==> config.mk <==
export PLATFORM = sky130hd
export DESIGN_NAME = alu_rr_scheduler
export DESIGN_NICKNAME = d
export VERILOG_FILES = /design/src/rtl/alu_pkg.sv /design/src/rtl/rr_arb2.sv /design/src/rtl/alu_rr_scheduler.sv
export SDC_FILE = /design/constraint.sdc
export NUM_CORES = 1
export LEC_CHECK = 0
export CAP_MARGIN = 5
export CORE_ASPECT_RATIO = 0.7
export CORE_MARGIN = 3
export CORE_UTILIZATION = 30
export CTS_CLUSTER_SIZE = 16
export DETAILED_ROUTE_END_ITERATION = 10
export PLACE_DENSITY = 0.68
export SKIP_CTS_REPAIR_TIMING = 1
export SYNTH_ARGS = -nofsm -noshare
export SYNTH_HDL_FRONTEND = slang
export SYNTH_SLANG_ARGS = --single-unit
==> constraint.sdc <==
create_clock -name clk -period 1.9 [get_ports clk]
set_input_delay 0.38 -clock clk [delete_from_list [all_inputs] [get_ports clk]]
set_output_delay 0.38 -clock clk [all_outputs]
set_load 0.005 [all_outputs]
==> src/rtl/alu_pkg.sv <==
// Shared types and constants for the round-robin ALU scheduler.
package alu_pkg;

  // Number of legal opcodes; anything at or above this is rejected.
  localparam int unsigned NUM_OPS = 10;

  typedef enum logic [3:0] {
    ALU_ADD  = 4'd0,
    ALU_SUB  = 4'd1,
    ALU_AND  = 4'd2,
    ALU_OR   = 4'd3,
    ALU_XOR  = 4'd4,
    ALU_LSR  = 4'd5,
    ALU_LSL  = 4'd6,
    ALU_MOD  = 4'd7,
    ALU_PASS = 4'd8,
    ALU_DIV  = 4'd9
  } alu_op_e;

  typedef enum logic [1:0] {
    IDLE = 2'd0,
    EXEC = 2'd1,
    RESP = 2'd2
  } sched_state_t;

  typedef struct packed {
    logic v;
    logic c;
    logic n;
    logic z;
  } alu_flags_t;

  // Opcode out of range, or a divide/modulo with a zero divisor.
  function automatic logic op_illegal(input logic [3:0] op, input logic b_is_zero,
                                      input int unsigned num_ops);
    logic [31:0] op_ext;
    op_ext = {28'd0, op};
    return (op_ext >= num_ops) ||
           (((op == ALU_MOD) || (op == ALU_DIV)) && b_is_zero);
  endfunction

endpackage

==> src/rtl/rr_arb2.sv <==
// Two-way round-robin grant. On a tie the requester that did not win last is picked.
module rr_arb2 (
  input  logic [1:0] valid,
  input  logic       last_grant,
  output logic       gnt_valid,
  output logic       gnt_id
);

  // Pure combinational grant decode.
  always_comb begin
    gnt_valid = |valid;
    gnt_id    = 1'b0;
    unique case (valid)
      2'b01:   gnt_id = 1'b0;
      2'b10:   gnt_id = 1'b1;
      2'b11:   gnt_id = ~last_grant;
      default: gnt_id = 1'b0;
    endcase
  end

endmodule

==> src/rtl/alu_rr_scheduler.sv <==
// Shares one external combinational ALU between two requesters. A request is latched in
// IDLE, presented to the ALU for one EXEC cycle, and the registered result is held in RESP
// until the consumer takes it.
module alu_rr_scheduler #(
  parameter int unsigned N       = 4,
  parameter int unsigned NUM_OPS = 10
) (
  input  logic         clk,
  input  logic         rst,
  // requester 0
  input  logic         req0_valid,
  output logic         req0_ready,
  input  logic [N-1:0] req0_a,
  input  logic [N-1:0] req0_b,
  input  logic [3:0]   req0_op,
  // requester 1
  input  logic         req1_valid,
  output logic         req1_ready,
  input  logic [N-1:0] req1_a,
  input  logic [N-1:0] req1_b,
  input  logic [3:0]   req1_op,
  // response channel
  output logic         rsp_valid,
  input  logic         rsp_ready,
  output logic         rsp_id,
  output logic [N-1:0] rsp_result,
  output logic [3:0]   rsp_flags,
  output logic         rsp_err,
  // shared ALU
  output logic [N-1:0] alu_a,
  output logic [N-1:0] alu_b,
  output logic [3:0]   alu_ctrl,
  input  logic [N-1:0] alu_result,
  input  logic         alu_v,
  input  logic         alu_c,
  input  logic         alu_n,
  input  logic         alu_z
);

  import alu_pkg::*;

  sched_state_t state_q, state_d;
  logic         last_grant_q, last_grant_d;
  // The ALU drive registers double as the latched request payload.
  logic [N-1:0] alu_a_q, alu_a_d;
  logic [N-1:0] alu_b_q, alu_b_d;
  logic [3:0]   alu_ctrl_q, alu_ctrl_d;
  logic         rsp_valid_q, rsp_valid_d;
  logic         rsp_id_q, rsp_id_d;
  logic [N-1:0] rsp_result_q, rsp_result_d;
  alu_flags_t   rsp_flags_q, rsp_flags_d;
  logic         rsp_err_q, rsp_err_d;

  logic         gnt_valid;
  logic         gnt_id;
  logic         xfer;
  logic         exec_err;
  alu_flags_t   alu_flags;

  rr_arb2 u_arb (
    .valid      ({req1_valid, req0_valid}),
    .last_grant (last_grant_q),
    .gnt_valid  (gnt_valid),
    .gnt_id     (gnt_id)
  );

  // Ready only in IDLE and only towards the granted requester.
  always_comb begin
    req0_ready = (state_q == IDLE) && gnt_valid && !gnt_id;
    req1_ready = (state_q == IDLE) && gnt_valid && gnt_id;
    xfer       = (req0_ready && req0_valid) || (req1_ready && req1_valid);
  end

  // Error decode against the latched opcode and divisor.
  always_comb begin
    exec_err  = op_illegal(alu_ctrl_q, (alu_b_q == '0), NUM_OPS);
    alu_flags = '{v: alu_v, c: alu_c, n: alu_n, z: alu_z};
  end

  // Next-state logic for the IDLE -> EXEC -> RESP sequence.
  always_comb begin
    state_d      = state_q;
    last_grant_d = last_grant_q;
    alu_a_d      = alu_a_q;
    alu_b_d      = alu_b_q;
    alu_ctrl_d   = alu_ctrl_q;
    rsp_valid_d  = rsp_valid_q;
    rsp_id_d     = rsp_id_q;
    rsp_result_d = rsp_result_q;
    rsp_flags_d  = rsp_flags_q;
    rsp_err_d    = rsp_err_q;

    unique case (state_q)
      IDLE: begin
        if (xfer) begin
          state_d      = EXEC;
          last_grant_d = gnt_id;
          alu_a_d      = gnt_id ? req1_a : req0_a;
          alu_b_d      = gnt_id ? req1_b : req0_b;
          alu_ctrl_d   = gnt_id ? req1_op : req0_op;
        end
      end
      EXEC: begin
        state_d     = RESP;
        rsp_valid_d = 1'b1;
        // last_grant holds the id of the request currently in flight.
        rsp_id_d    = last_grant_q;
        if (exec_err) begin
          rsp_result_d = '0;
          rsp_flags_d  = '0;
          rsp_err_d    = 1'b1;
        end else begin
          rsp_result_d = alu_result;
          rsp_flags_d  = alu_flags;
          rsp_err_d    = 1'b0;
        end
        // ALU is idle (pass-a of zero) outside EXEC.
        alu_a_d    = '0;
        alu_b_d    = '0;
        alu_ctrl_d = ALU_PASS;
      end
      RESP: begin
        if (rsp_ready) begin
          state_d     = IDLE;
          rsp_valid_d = 1'b0;
        end
      end
      default: begin
        state_d     = IDLE;
        rsp_valid_d = 1'b0;
      end
    endcase
  end

  // State and registered outputs; synchronous reset drops any in-flight work.
  always_ff @(posedge clk) begin
    if (rst) begin
      state_q      <= IDLE;
      last_grant_q <= 1'b1;
      alu_a_q      <= '0;
      alu_b_q      <= '0;
      alu_ctrl_q   <= ALU_PASS;
      rsp_valid_q  <= 1'b0;
      rsp_id_q     <= 1'b0;
      rsp_result_q <= '0;
      rsp_flags_q  <= '0;
      rsp_err_q    <= 1'b0;
    end else begin
      state_q      <= state_d;
      last_grant_q <= last_grant_d;
      alu_a_q      <= alu_a_d;
      alu_b_q      <= alu_b_d;
      alu_ctrl_q   <= alu_ctrl_d;
      rsp_valid_q  <= rsp_valid_d;
      rsp_id_q     <= rsp_id_d;
      rsp_result_q <= rsp_result_d;
      rsp_flags_q  <= rsp_flags_d;
      rsp_err_q    <= rsp_err_d;
    end
  end

  // Output wiring.
  always_comb begin
    alu_a      = alu_a_q;
    alu_b      = alu_b_q;
    alu_ctrl   = alu_ctrl_q;
    rsp_valid  = rsp_valid_q;
    rsp_id     = rsp_id_q;
    rsp_result = rsp_result_q;
    rsp_flags  = rsp_flags_q;
    rsp_err    = rsp_err_q;
  end

endmodule
[Word-level counts from Yosys, hierarchy flattened]
Cells that the tools add are included.
Cells by class
  add/sub/neg operators: 0
  $mul: 0
  div/mod/pow operators: 0
  order comparisons: 1
  eq/ne operators: 8
  shifts and indexed selects: 0
  mux-type cells: 18
  bitwise logic cells: 2
  reduce and logical (&&, ||, !) cells: 18
Operators with widths (count)
  two-way mux 4 bit: 8
  case mux 4 bit (2 select lines): 3
  AND reduction 2 bit: 4
  == test 2 bit (second input constant): 3
  logical AND 1 bit: 6
  case mux 2 bit (3 select lines): 1
  == test 4 x 3 -> 1 bit (second input constant): 1
  == test 4 bit (second input constant): 1
  greater-or-equal comparator 4 bit (second input constant): 1
  zero test 4 bit: 1
  two-way mux 2 bit: 2
  != test 2 bit (second input constant): 2
  logical OR 1 bit: 3
  case mux 1 bit (3 select lines): 1
  == test 2 x 1 -> 1 bit (second input constant): 1
  zero test 2 bit: 1
  two-way mux 1 bit: 2
  NOT 1 bit: 2
  case mux 1 bit (2 select lines): 1
  nonzero test 2 bit: 1
  OR reduction 2 bit: 1
  zero test 1 bit: 1
Storage, ports and cells
  register bits after elaboration: 26
  bits in latches: 0
  bits in writable memories: 0
  ROM bits: 0
  bits of input ports: 37
  output and inout bits: 25
  logic and storage cells: 60
  memories kept: 0

[Depth between registers and ports, before layout]
  depth in word-level cells: 8
  mapped depth: 5

[Modules after synthesis]
From an unflattened synthesis, not the netlist that was laid out.
Unflattened totals
  cells, all modules: 128
  area, all modules: 1327.5 sq um
By module, submodules not included
  alu_rr_scheduler: instances 1, cells each 126, area an instance 1313.8 sq um, seq. area each 520.5 sq um
  rr_arb2: instances 1, cells each 2, area an instance 13.8 sq um, seq. area each 0.0 sq um

[Worst setup path after synthesis]
OpenSTA, ideal clock, no wires.
  path kind: input -> register
  from: input rst
  to: register alu_a_q[0] (netlist: alu_a[0])
  setup time: 0.122 ns
  data arrival time: 1.211 ns
  required time: 1.778 ns
  setup slack: 0.567 ns
  cell stages on the path: 5
  path buffers: 2
  path through: clkbuf_2 > nor3_2 > and3_1 > buf_6 > a221o_1
RTL lines
  start: declaration: line alu_rr_scheduler.sv:9  | input logic rst,
  end signal: assignment: line alu_rr_scheduler.sv:151  | alu_a_q <= alu_a_d;
  end: declaration: line alu_rr_scheduler.sv:45  | logic [N-1:0] alu_a_q, alu_a_d;

[Worst setup path after layout]
  from: input req1_valid
  to: output req0_ready
Between the ends
  cells in the longest elaborated chain, start to end: 4
  elaborated cells between the ends (all ways): 7
Ends and longest elaborated chain
  start: declaration: line alu_rr_scheduler.sv:17  | input logic req1_valid,
  == test 2 bit: line rr_arb2.sv:13  | unique case (valid)
  case mux 1 bit (2 select lines): line rr_arb2.sv:13
  zero test 1 bit: line alu_rr_scheduler.sv:69  | req0_ready = (state_q == IDLE) && gnt_valid && !gnt_id;
  logical AND 1 bit *: line alu_rr_scheduler.sv:69
  end: declaration: line alu_rr_scheduler.sv:12  | output logic req0_ready,
Every way passes the cells marked *; elsewhere a longest branch is shown, timed or not.

==> impl_metrics.csv <==
group,metric,value,unit
power_and_ir_drop,max-vdd-ir-drop,266,µV
die,start_util,31.9,%
power_and_ir_drop,p_int,1.01,mW
sta,final-setup-viol-count,0,
placement,hpwlAfterDp,3.05,mm
layout,drive_above_1_share,13.8,%
layout,fin_nets,234,
die,io_pins,62,
clock_tree,cts.sinks,26,
sta,clock.fmax,0.569,GHz
grt,grt_usage,17.0,%
clock_tree,clk_latency,280,ps
layout,diodes,0,
flow_run,cap_violations,0,
routing,viasPerCell,5.04,
power_and_ir_drop,pwr-share-seq,45.5,%
die,die_x,79.7,µm
critical_path,path_max_fanout,5,
power_and_ir_drop,p_per_area,702,nW/µm²
layout,finish.utilization,54.6,%
clock_tree,clockBufferDepth,2,
sta,worstMarginPinSlew,534,ps
critical_path,crit_type,"input pin to primary output",
critical_path,cp-start-kind,"input pin",
sta,rsz0062_at_grt,"false",
sta,setup_ws,144,ps
power_and_ir_drop,clockPowerShare,26.2,%
hold_path,min_path_type,"register to register",
routing,drc,0,
logic_synthesis,synth_nets,162,
clock_tree,cts_buffers,3,
placement,gp_congestion,0.791,
sta,min_period,1760,ps
sta,relSlewSlack,64.3,%
sta,hold_viol,0,
routing,drtIter0Drc,59,
clock_tree,clk_pin_slew_worst_paths,80,ps
die,die_h,57.6,µm
power_and_ir_drop,switching_power,0.365,mW
layout,area_growth,71.3,%
die,fp-row-count,18,
routing,wl,3.78,mm
logic_synthesis,synth_area,1140,µm²
logic_synthesis,syn_area_per_cell,9.13,µm²
die,core_region_area,3580,µm²
grt,grt_max_degree,15,
layout,fillers,300,
sta,clock_skew,7.96,ps
routing,firstDrtPassIters,4,
sta,post-route-period-util,92.4,%
logic_synthesis,ys_ff_latch,26,
routing,ant_nets,0,
logic_synthesis,synth_warnings,0,
grt,antenna_found_initial,0,
power_and_ir_drop,swShare,26.6,%
logic_synthesis,synth-edff-count,0,
grt,first_global_vias,1243,
critical_path,required,1520,ps
placement,place_ws,-252,ps
sta,maxSlewViolCount,0,
clock_tree,root_buffer,"clkbuf_8",
logic_synthesis,ys_async_sr_fraction,0,%
power_and_ir_drop,p_comb_share,28.3,%
routing,vias,1240,
critical_path,critPathCaptureType,"primary output",
critical_path,critPathArrivalTime,1380,ps
clock_tree,cts_tree,"done",
power_and_ir_drop,p_leak,0.785,nW
clock_tree,cts_max_level,1,
grt,grt_pass1_wl,6.17,mm
routing,wire_per_inst,15.4,µm
placement,io_buffers,61,
grt,grt_overflow,0,
sta,holdWs,470,ps
logic_synthesis,synth.distinct_cells,29,
logic_synthesis,syn_inst,125,
die,dieArea,4590,µm²
logic_synthesis,synth-seq-area-share,45.6,%
run_status,outcome,"complete, no violations",
logic_synthesis,ys_dominant_reg_cell,"dfxtp_1",
-- Yosys cell counts, drive strengths merged (2+ instances only) --
library cell	instances	share of area (%)
o21ai	9	4.9
nor3	3	2.2
a221o	7	6.1
nand4	5	2.7
nor2	4	1.3
dfxtp	26	46
and3	9	4.9
a221oi	8	6.1
clkbuf	3	1.1
nand2b	2	1.1
nand3	5	2.2
buf	6	3.2
a31oi	5	2.7
a21oi	4	1.8
o21a	2	1.3
nand2	18	5.9
-- cells in the final DEF (no fill, tap or decap), types with 2 or more instances in the layout --
master,count
clkdlybuf4s50_1,59
dfxtp_1,26
nand2_1,18
buf_4,15
and3_1,8
o21ai_0,8
a221oi_1,8
a221o_1,7
nand3_1,5
nand4_1,5
a31oi_1,5
nor2_1,4
a21oi_1,4
clkbuf_8,4
nor3_2,2
o21a_1,2
dlymetal6s2s_1,2
-- through the flow --
stage / setup TNS [ps] / cells / power, mW / instance area, µm²
4_1_cts: -501 / 246 / 1.38 / 1930
5_1_grt: 0 / 246 / 1.44 / 1950
2_1_floorplan: 0 / 125 / 0.785 / 1140
3_5_place_dp: -666 / 242 / 1.02 / 1880
6_report: 0 / 246 / 1.37 / 1950
3_3_place_gp: -495 / 242 / 1.01 / 1880
-- worst max-delay path, cell delays in order --
cell             delay, ps
clkdlybuf4s50_1        470
buf_4                  150
nand2b_4                60
and3_4                 180
dlymetal6s2s_1         140
-- worst paths after layout --
path,startpoint,to,cells after the start,slack [ps]
setup reg to reg,state_q[1],alu_ctrl[3],4,380
hold / removal,rsp_id,rsp_id,2,470
setup / recovery,req1_valid,req0_ready,5,140
hold reg to reg,rsp_id,rsp_id,2,470
-- layout make-up --
| cell class | instances | area, µm² | share of cell area, % |
|---|---|---|---|
| clock buffer | 4 | 55.1 | 2.82 |
| inverter | 1 | 3.75 | 0.192 |
| multi-input combinational | 89 | 584 | 29.9 |
| sequential | 26 | 520 | 26.6 |
| tap | 50 | 62.6 | 3.20 |
| timing repair buffer | 76 | 728 | 37.3 |
-- power groups by stage --
stage / logic (mW) / clock network [mW] / registers [mW]
after floorplan: 0.148 / 0 / 0.637
after global placement: 0.377 / 0 / 0.634
after detailed placement: 0.382 / 0 / 0.636
after CTS: 0.384 / 0.372 / 0.624
after global routing: 0.420 / 0.388 / 0.631
final: 0.388 / 0.360 / 0.624
-- kinds of logic (layout without fill, tap and decap cells) --
logic type | after synthesis | count (layout) | share of synthesized area (%)
buffers and inverters | 10 | 81 | 4.60
and+or+nand+nor | 49 | 49 | 22.8
DFF | 26 | 26 | 45.6
AOI/OAI and AO/OA | 40 | 40 | 27.0
-- state kept, by name (all words and copies together) (netlist names) --
signal        count
alu_a             4
rsp_valid         1
last_grant_q      1
rsp_flags         4
rsp_result        4
alu_ctrl          4
rsp_id            1
rsp_err           1
state_q           2
alu_b             4
-- metal layers --
metal / global-route usage, % / vias to the layer above / routed length [µm]
met1: 23.8 / 590 / 1780
met5: 0 / - / 0
met4: 5.64 / 0 / 65
met3: 2.05 / 7 / 91
met2: 27.2 / 24 / 1850
li1: - / 619 / -
(Power assumes the default switching activity.)
